File: src/rtl/multdiv_wb_scheduler.sv
// rtl/multdiv_wb_scheduler.sv - mult/div issue sequencer and register-file write-port arbiter
//
// Purpose: issues start pulses to the shared mult/div unit from DX, tracks the
// in-flight (PW) instruction, stalls FD/DX on structural and RAW hazards against
// it, and shares the single register-file write port between MW and PW (MW wins).
//
// Optional feature macro: MULTDIV_TIMEOUT_EN (forces completion with an
// exception after TIMEOUT cycles in BUSY).
//
// Ports:
//   clock, reset       clock; synchronous active-low reset
//   dx_ir, dx_valid    DX instruction and its valid flag
//   mw_we/mw_rd/mw_data  MW stage write request
//   md_result/md_rdy/md_exception  mult/div unit completion
//   ctrl_mult/ctrl_div one-cycle start pulses
//   stall              freeze FD/DX
//   pw_ir              in-flight mult/div instruction (0 when none)
//   busy               scheduler not IDLE
//   wb_we/wb_rd/wb_data  register-file write port
module multdiv_wb_scheduler #(
  parameter int TIMEOUT = 64
) (
  input  logic        clock,
  input  logic        reset,
  input  logic [31:0] dx_ir,
  input  logic        dx_valid,
  input  logic        mw_we,
  input  logic [4:0]  mw_rd,
  input  logic [31:0] mw_data,
  input  logic [31:0] md_result,
  input  logic        md_rdy,
  input  logic        md_exception,
  output logic        ctrl_mult,
  output logic        ctrl_div,
  output logic        stall,
  output logic [31:0] pw_ir,
  output logic        busy,
  output logic        wb_we,
  output logic [4:0]  wb_rd,
  output logic [31:0] wb_data
);

  typedef enum logic [1:0] {IDLE, BUSY, PEND} state_t;

  localparam logic [4:0] ALU_MUL = 5'd6;
  localparam logic [4:0] ALU_DIV = 5'd7;
  localparam logic [4:0] EXC_RD  = 5'd30;

  state_t      state;
  logic [31:0] buf_result;
  logic        buf_exc;

  // DX decode
  logic [4:0] dx_rs, dx_rt, dx_alu;
  logic       dx_is_md, dx_is_div;
  assign dx_rs     = dx_ir[21:17];
  assign dx_rt     = dx_ir[16:12];
  assign dx_alu    = dx_ir[6:2];
  assign dx_is_md  = dx_valid && (dx_ir[31:27] == 5'd0) &&
                     ((dx_alu == ALU_MUL) || (dx_alu == ALU_DIV));
  assign dx_is_div = dx_alu == ALU_DIV;

  // In-flight instruction fields
  logic [4:0] pw_rd;
  logic       pw_is_div;
  assign pw_rd     = pw_ir[26:22];
  assign pw_is_div = pw_ir[6:2] == ALU_DIV;

  // Hazards only exist while an op is in flight, so the IDLE issue path never stalls.
  logic raw_hit;
  assign raw_hit = dx_valid && (pw_rd != 5'd0) && ((dx_rs == pw_rd) || (dx_rt == pw_rd));
  assign stall   = (state != IDLE) && (dx_is_md || raw_hit);
  assign busy    = state != IDLE;

  logic issue;
  assign issue     = (state == IDLE) && dx_is_md;
  assign ctrl_mult = issue && !dx_is_div;
  assign ctrl_div  = issue && dx_is_div;

  // Completion event seen in BUSY, with its exception flag
  logic md_done, md_exc;

`ifdef MULTDIV_TIMEOUT_EN
  logic [7:0] to_cnt;
  logic       to_hit;

  // Counter is 0 in the first BUSY cycle, so TIMEOUT-1 lands TIMEOUT cycles after issue.
  assign to_hit  = (state == BUSY) && (to_cnt == 8'(TIMEOUT - 1));
  assign md_done = (state == BUSY) && (md_rdy || to_hit);
  assign md_exc  = md_rdy ? md_exception : 1'b1;

  always_ff @(posedge clock) begin
    if (!reset) begin
      to_cnt <= 8'd0;
    end else if (issue) begin
      to_cnt <= 8'd0;
    end else if (state == BUSY) begin
      to_cnt <= to_cnt + 8'd1;
    end
  end
`else
  logic unused_timeout;
  assign unused_timeout = (TIMEOUT == 0);
  assign md_done = (state == BUSY) && md_rdy;
  assign md_exc  = md_exception;
`endif

  logic unused_dx_bits;
  assign unused_dx_bits = ^{dx_ir[11:7], dx_ir[1:0]};

  // PW write: either straight from the unit (BUSY) or from the buffer (PEND),
  // only in a cycle where MW leaves the port free.
  logic        pw_fire, pw_exc;
  logic [31:0] pw_res, pw_tgt_data;
  logic [4:0]  pw_tgt_rd;
  assign pw_fire     = !mw_we && (md_done || (state == PEND));
  assign pw_exc      = (state == PEND) ? buf_exc : md_exc;
  assign pw_res      = (state == PEND) ? buf_result : md_result;
  assign pw_tgt_rd   = pw_exc ? EXC_RD : pw_rd;
  assign pw_tgt_data = pw_exc ? (pw_is_div ? 32'd5 : 32'd4) : pw_res;

  // wb_rd/wb_data are zeroed whenever wb_we is low (including writes to r0).
  always_comb begin
    wb_we   = mw_we;
    wb_rd   = mw_rd;
    wb_data = mw_data;
    if (pw_fire) begin
      wb_we   = pw_tgt_rd != 5'd0;
      wb_rd   = pw_tgt_rd;
      wb_data = pw_tgt_data;
    end
    if (!wb_we) begin
      wb_rd   = 5'd0;
      wb_data = 32'd0;
    end
  end

  always_ff @(posedge clock) begin
    if (!reset) begin
      state      <= IDLE;
      pw_ir      <= 32'd0;
      buf_result <= 32'd0;
      buf_exc    <= 1'b0;
    end else begin
      case (state)
        IDLE: begin
          if (issue) begin
            pw_ir <= dx_ir;
            state <= BUSY;
          end
        end
        BUSY: begin
          if (md_done) begin
            if (mw_we) begin
              buf_result <= md_result;
              buf_exc    <= md_exc;
              state      <= PEND;
            end else begin
              pw_ir <= 32'd0;
              state <= IDLE;
            end
          end
        end
        PEND: begin
          if (!mw_we) begin
            pw_ir      <= 32'd0;
            buf_result <= 32'd0;
            buf_exc    <= 1'b0;
            state      <= IDLE;
          end
        end
        default: begin
          pw_ir <= 32'd0;
          state <= IDLE;
        end
      endcase
    end
  end

endmodule

File: config.mk
export PLATFORM = sky130hd
export DESIGN_NAME = multdiv_wb_scheduler
export DESIGN_NICKNAME = d
export VERILOG_FILES = /design/src/rtl/multdiv_wb_scheduler.sv
export SDC_FILE = /design/constraint.sdc
export NUM_CORES = 1
export LEC_CHECK = 0
export BUFFER_PORTS_ARGS = -buffer_cell sky130_fd_sc_hd__buf_2
export CAP_MARGIN = 20
export CORE_UTILIZATION = 42
export DETAILED_ROUTE_END_ITERATION = 16
export GPL_TIMING_DRIVEN = 0
export PLACE_DENSITY = 0.82
export RECOVER_POWER = 50
export SETUP_SLACK_MARGIN = 0.2
export SLEW_MARGIN = 10
export SYNTH_ARGS = -nofsm -noshare
export SYNTH_HDL_FRONTEND = slang
export SYNTH_SLANG_ARGS = --single-unit
File: constraint.sdc
create_clock -name clock -period 1.83 [get_ports clock]
set_clock_uncertainty 0.1 [all_clocks]
set_input_delay 0.0915 -clock clock [delete_from_list [all_inputs] [get_ports clock]]
set_output_delay 0.0915 -clock clock [all_outputs]
set_load 0.05 [all_outputs]
==> impl_metrics.json, run 1 <==
{
  "ys_async_sr_fraction": 0,
  "regArea_um2": 1360,
  "min_path_type": "in -> reg",
  "crit_path_end_kind": "output pin",
  "cap_viol_max_count": 0,
  "crit_family": "buffers and inverters",
  "antennaDiodeCount": 0,
  "ys_ff_latch": 67,
  "grt_pass1_vias": 4334,
  "nNetsFinal": 803,
  "ys_warn_count": 0,
  "routabilityCongestion": 0.796,
  "timing.rr.end": "buf_result[3]",
  "cellInternalPower_mw": 2.64,
  "relSlewSlack": 0.586,
  "rsz0062_at_grt": "true",
  "max_freq_ghz": 0.407,
  "clkPwrFrac": 0.336,
  "ys_types": 44,
  "clock_sinks": 67,
  "fin_total_pwr_mw": 3.80,
  "switching_power_mw": 1.16,
  "vdd_drop_max_mv": 0.554,
  "power.share.switching": 0.306,
  "tightestPinTransition_ns": 0.623,
  "placed_cells": 722,
  "cp_common_cell": "buf_8",
  "required_ns": 1.64,
  "hpwlAfterDp_mm": 8.63,
  "avgSynthCellArea_um2": 8.63,
  "slew_violations": 0,
  "status": "complete, but fails checks",
  "finalSetupViolCount": 92,
  "crit_path_start_kind": "flip-flop",
  "leakagePower_nw": 2.78,
  "antenna_found_initial": 1,
  "setup.worst_path.class": "reg -> out",
  "multi_input_area_um2": 2760,
  "grt_pass1_wl_mm": 21.2,
  "synthesis.area_um2": 3760,
  "period_minus_slack_ns": 2.46,
  "grt_max_degree": 13,
  "syn2layout_area_growth_pct": 81.4,
  "min_path_cells": 4,
  "critPathArrivalTime_ns": 2.26,
  "cts_max_path_buffers": 2,
  "finalHoldViolCount": 0,
  "portBuffers": 179,
  "yosysSeqAreaShare": 0.357,
  "r2r_start": "state[1]",
  "cp_cell_sequence": "inv_4 > ha_4 > buf_8 > mux2_4 > clkbuf_8 > o21ai_0 > and3_4 > buf_8",
  "synth_fp_nets": 546,
  "clockRootBuffer": "clkbuf_8",
  "netlist_instances": 435,
  "core_um2": 8680,
  "drtIter0Drc": 164,
  "p_per_area_nw_per_um2": 558,
  "die_y_um": 96.6,
  "dieArea_um2": 9320,
  "cts_buffers": 9,
  "pwr-share-comb": 0.277,
  "ios": 181,
  "antenna_left": 0,
  "grtUsageTotal": 0.303,
  "drt_first_pass_iters": 4,
  "reg2regPathDepth": 9,
  "drc_errors": 0,
  "start_util": 0.433,
  "fin_crit_sh": 1.34,
  "seqPwrFrac": 0.387,
  "vias": 4327,
  "fin_setup_tns_ns": -23.60,
  "cts.clk_slew.worst_paths_ns": 0.09,
  "grt-ovfl-total": 0,
  "finalWorstSetupSlack_ns": -0.625,
  "violations": "setup timing",
  "drive_above_1_share": 0.482,
  "ys.flop_type": "dfxtp_1",
  "synth_edf_count": 0,
  "htree_levels": 3,
  "rows": 34,
  "cp_max_fo": 10,
  "hold_start": "reset",
  "fin_util": 0.785,
  "fin_cells": 805,
  "cts_tree": "done",
  "die_x_um": 96.6,
  "avgViaCountPerCell": 5.38,
  "postRouteWirelength_mm": 14.9,
  "cp_slowest_cell": "dfxtp_4",
  "num-fill-cells": 571,
  "min_to": "state[1]",
  "path_buf_inv": 4,
  "place_ws_ns": -0.507,
  "reg2reg_slack_ns": -0.11,
  "clock_latency_ns": 0.35,
  "crit_path_max_incr_delay_ns": 0.36,
  "routedWlPerCell_um": 18.4
}
## power groups by stage
stage	Combinational [mW]	Clock (mW)	Sequential, mW
6_report	1.05	1.28	1.47
5_1_grt	1.11	1.36	1.47
4_1_cts	0.978	1.27	1.47
3_5_place_dp	0.735	0	1.51
3_3_place_gp	0.719	0	1.51
2_1_floorplan	0.525	0	1.51
## flip-flops by register name, summed over array words and instances (netlist names)
register / flops
buf_exc: 1
pw_ir: 32
buf_result: 32
state: 2
## worst max-delay path by stage
stage	start	endpoint	slack [ns]	cells past startpoint
after floorplan	state[0]	wb_data[11]	-0.08	9
after global placement	state[1]	wb_data[11]	-0.43	8
after detailed placement	state[1]	wb_data[24]	-0.51	8
after CTS	state[0]	wb_data[0]	-0.57	11
after global routing	state[0]	wb_data[29]	-0.69	8
final	state[0]	wb_data[29]	-0.63	8
## worst register-to-register path, cell delays in order (launching register included)
cell      delay (ns)
dfxtp_4         0.37
inv_2           0.10
ha_4            0.18
buf_4           0.11
nand4b_1        0.17
o21ai_4         0.20
buf_6           0.15
buf_8           0.12
mux2i_2         0.24
nor2b_1         0.08
## Yosys cell counts, types with 3 or more instances
library cell	number	area (um2)
nand3_1	5	25.0
a21oi_1	33	165
and3_1	20	125
nor3_1	11	55.1
o21ai_0	19	95.1
and2_1	20	125
buf_6	3	33.8
ha_1	4	50.1
inv_1	7	26.3
nor2_1	8	30.0
nor2b_1	64	400
a22o_1	23	201
nand2b_1	19	119
buf_2	6	30.0
o211ai_1	12	90.1
buf_4	4	30.0
dfxtp_1	67	1340
mux2i_1	35	350
nand2_1	19	71.3
xnor2_1	10	87.6
clkbuf_1	18	67.6
## cell families (layout without fill, tap and decap cells)
logic type	Yosys count	in the layout	share of synthesized area
AO/OA/AOI/OAI	100	100	0.178
XOR/XNOR	10	10	0.0233
adder cells (fa/ha/maj)	4	4	0.0133
buffers and inverters	42	304	0.0576
flip-flops	67	67	0.357
multiplexers	36	36	0.0963
AND/OR/NAND/NOR	176	176	0.274
## stage by stage
stage | instance area [um2] | hold slack, ns
finish | 6810 | 0.0721
global route | 6810 | 0.0918
CTS | 6670 | 0.0582
detailed placement | 5250 | 0.207
global placement | 5250 | 0.203
floorplan | 4220 | 0.117
## what timing repair did
action | 4_1_cts | 5_1_grt
endpoints found under the hold margin | 24 | 0
pin swaps | 20 | 9
setup buffers | 25 | 8
endpoints found under the setup margin | 109 | 109
hold buffers | 24 | 0
gates resized for setup | 188 | 34
cloned | 9 | 1
## routing by layer
| layer | global-route usage | part of all wire | vias up |
|---|---|---|---|
| met3 | 0.0759 | 0.073 | 34 |
| met1 | 0.345 | 0.39 | 2043 |
| met5 | 0 | 0.00088 | - |
| met4 | 0.112 | 0.028 | 2 |
| li1 | - | - | 2027 |
| met2 | 0.545 | 0.51 | 221 |
## area by class of cell
type | count | area share
Timing Repair inverter | 1 | 0.00110
Clock buffer | 10 | 0.0202
Sequential cell | 67 | 0.199
Buffer | 35 | 0.0571
Clock inverter | 6 | 0.00955
Inverter | 7 | 0.00514
Timing Repair Buffer | 245 | 0.283
Multi-Input combinational cell | 326 | 0.405
Tap cell | 108 | 0.0198
## layout by cell type (no fill, tap or decap), drive strengths merged, types with 2 or more instances in the layout
cell,netlist,routed
buf,15,217
dfxtp,67,67
nor2b,64,64
clkbuf,20,49
mux2i,35,35
a21oi,33,33
dlygate4sd3,0,24
a22o,23,23
and3,20,20
and2,20,20
o21ai,20,20
nand2,19,19
nand2b,19,19
o211ai,12,12
nor3,11,11
xnor2,10,10
nor2,8,8
clkinvlp,0,6
inv,7,6
nand3,5,5
ha,4,4
nor4,2,2
or2,2,2
a221oi,2,2
nand4b,2,2
a21o,2,2
No activity file was read; power rests on OpenSTA's default activity.
==> run 2, diff against run 1 <==
--- a/config.mk
+++ b/config.mk
@@ -7,10 +7,10 @@
 export LEC_CHECK = 0
 export BUFFER_PORTS_ARGS = -buffer_cell sky130_fd_sc_hd__buf_2
 export CAP_MARGIN = 20
-export CORE_UTILIZATION = 42
+export CORE_UTILIZATION = 50
 export DETAILED_ROUTE_END_ITERATION = 16
 export GPL_TIMING_DRIVEN = 0
-export PLACE_DENSITY = 0.82
+export PLACE_DENSITY = 0.91
 export RECOVER_POWER = 50
 export SETUP_SLACK_MARGIN = 0.2
 export SLEW_MARGIN = 10
==> constraint.sdc (replaced) <==
create_clock -name clock -period 3 [get_ports clock]
set_clock_uncertainty 0.1 [all_clocks]
set_input_delay 0.15 -clock clock [delete_from_list [all_inputs] [get_ports clock]]
set_output_delay 0.15 -clock clock [all_outputs]
set_load 0.05 [all_outputs]
==> run 2 against run 1 <==
  * Critical path depth grew 2
  * Sequential cell count is the same
  * Via count shrank 6.6%
  * Register-to-register slack gained 0.57 ns
  * Sequential power shrank 39%
  * Utilization shrank 5.8 points
  * Largest power group unchanged
  * Global-route usage grew 0.44 points
  * Power shrank 44%
  * Critical endpoint is now wb_data[25]
  * The flow now finishes without violations
==> impl_metrics.json, run 2 (synthesis results as in run 1) <==
{
  "status": "completed",
  "htree_levels": 3,
  "finalSetupViolCount": 0,
  "finalHoldViolCount": 0,
  "rsz0062_at_grt": "true",
  "grt_pass1_vias": 3844,
  "fin_util": 0.727,
  "cts_max_path_buffers": 2,
  "period_minus_slack_ns": 2.72,
  "fin_setup_tns_ns": 0,
  "leakagePower_nw": 2.24,
  "drive_above_1_share": 0.300,
  "antenna_left": 0,
  "slew_violations": 0,
  "critPathArrivalTime_ns": 2.47,
  "avgViaCountPerCell": 5.35,
  "crit_cells": 10,
  "reg2regPathDepth": 8,
  "min_path_type": "in -> reg",
  "required_ns": 2.75,
  "num-fill-cells": 584,
  "fin_crit_sh": 0.908,
  "cap_viol_max_count": 0,
  "dieArea_um2": 7860,
  "fin_cells": 755,
  "drc_errors": 0,
  "grt_pass1_wl_mm": 18.3,
  "drtIter0Drc": 216,
  "clock_latency_ns": 0.34,
  "grt-ovfl-total": 0,
  "vias": 4040,
  "rows": 31,
  "crit_path_max_incr_delay_ns": 0.37,
  "clock_sinks": 67,
  "max_freq_ghz": 0.367,
  "portBuffers": 179,
  "postRouteWirelength_mm": 12.4,
  "p_per_area_nw_per_um2": 401,
  "cts_tree": "done",
  "die_y_um": 88.7,
  "tightestPinTransition_ns": 0.967,
  "cts_buffers": 9,
  "m1WireLength_mm": 4.98,
  "reg_top3": "buf_result x32, pw_ir x32, state x2",
  "routabilityCongestion": 0.814,
  "crit_path_start_kind": "flip-flop",
  "die_x_um": 88.7,
  "setup.worst_path.class": "reg -> out",
  "nNetsFinal": 762,
  "start_util": 0.518,
  "final_common_cell": "buf_2",
  "drt_first_pass_iters": 4,
  "relSlewSlack": 0.348,
  "vdd_drop_max_mv": 0.317,
  "path_buf_inv": 5,
  "cp_common_cell": "clkbuf_4",
  "min_path_cells": 4,
  "cp_cell_sequence": "inv_1 > ha_1 > clkbuf_4 > mux2i_4 > a31oi_1 > nor2_2 > inv_2 > clkbuf_4 > and3_1 > clkbuf_4",
  "routedWlPerCell_um": 16.5,
  "maxUsedRoutingLayer": "met4",
  "clockRootBuffer": "clkbuf_8",
  "antennaDiodeCount": 0,
  "crit_family": "buffers and inverters",
  "placed_cells": 713,
  "antenna_found_initial": 0,
  "wl_met2_mm": 6.43,
  "cp_max_fo": 10,
  "grtUsageTotal": 0.308,
  "syn2layout_area_growth_pct": 40.4,
  "crit_path_end_kind": "output pin",
  "final_cell_mix": "buf_2 (129), dfxtp_1 (67), nor2b_1 (64), clkbuf_1 (47), mux2i_1 (34)",
  "dr_wl_met3_um": 752,
  "grt_max_degree": 14,
  "cp_slowest_cell": "dfxtp_1",
  "core_um2": 7250,
  "hpwlAfterDp_mm": 8.23,
  "cts.clk_slew.worst_paths_ns": 0.09,
  "ios": 181
}
==> run 2: cell types whose count changed in the layout (fill, tap and decap cells not counted), sizes merged <==
cell and change:
buf -78, inv +1, clkinvlp -3, clkinv +2
clkbuf +38, dlygate4sd3 -1
==> run 2: layout make-up <==
type	count	area (um2)	area share
timing repair buffer	205	1150	0.219
multi-input combinational	326	2220	0.421
buffer	35	204	0.0387
clock buffer	9	124	0.0235
tap	99	124	0.0235
clock inverter	7	78.8	0.0149
sequential	67	1340	0.254
inverter	7	26.3	0.00498
==> run 2: final timing paths <==
check / startpoint / to / slack (ns)
setup / recovery: state[0] / wb_data[25] / 0.28
setup reg to reg: state[1] / pw_ir[24] / 0.46
hold reg to reg: pw_ir[31] / pw_ir[31] / 0.36
hold / removal: md_result[4] / buf_result[4] / 0.14
==> run 2: report_power, final <==
part	switching [mW]	internal [mW]
Sequential	0.00355	0.894
Clock	0.388	0.388
Combinational	0.261	0.177
==> run 2: what timing repair did <==
item	in CTS	in global routing
hold buffers	23	0
endpoints found under the hold margin	23	0
endpoints found under the setup margin	38	32
pin swaps	0	0
setup buffers	0	3
gates cloned	0	0
resized for setup	12	44
==> run 2: worst min-delay path: stages <==
cell	delay, ns
buf_2	0.07
nor2b_1	0.14
mux2i_1	0.09
nor2b_1	0.10
==> run 2: per-layer routing <==
layer | GRT usage | up-vias
met1 | 0.358 | 1877
met4 | 0.128 | 0
met3 | 0.0532 | 24
li1 | - | 1949
met2 | 0.556 | 190
met5 | 0 | -
==> run 2: through the flow <==
| stage | power [mW] | hold WS [ns] | setup WS (ns) | cell area [um2] |
|---|---|---|---|---|
| floorplan | 1.18 | 0.176 | 0.246 | 3760 |
| CTS | 2.08 | 0.0485 | 0.103 | 5240 |
| global placement | 1.30 | 0.259 | 0.392 | 4780 |
| global route | 2.19 | 0.139 | 0.166 | 5270 |
| finish | 2.11 | 0.137 | 0.277 | 5270 |
| detailed placement | 1.31 | 0.262 | 0.280 | 4780 |
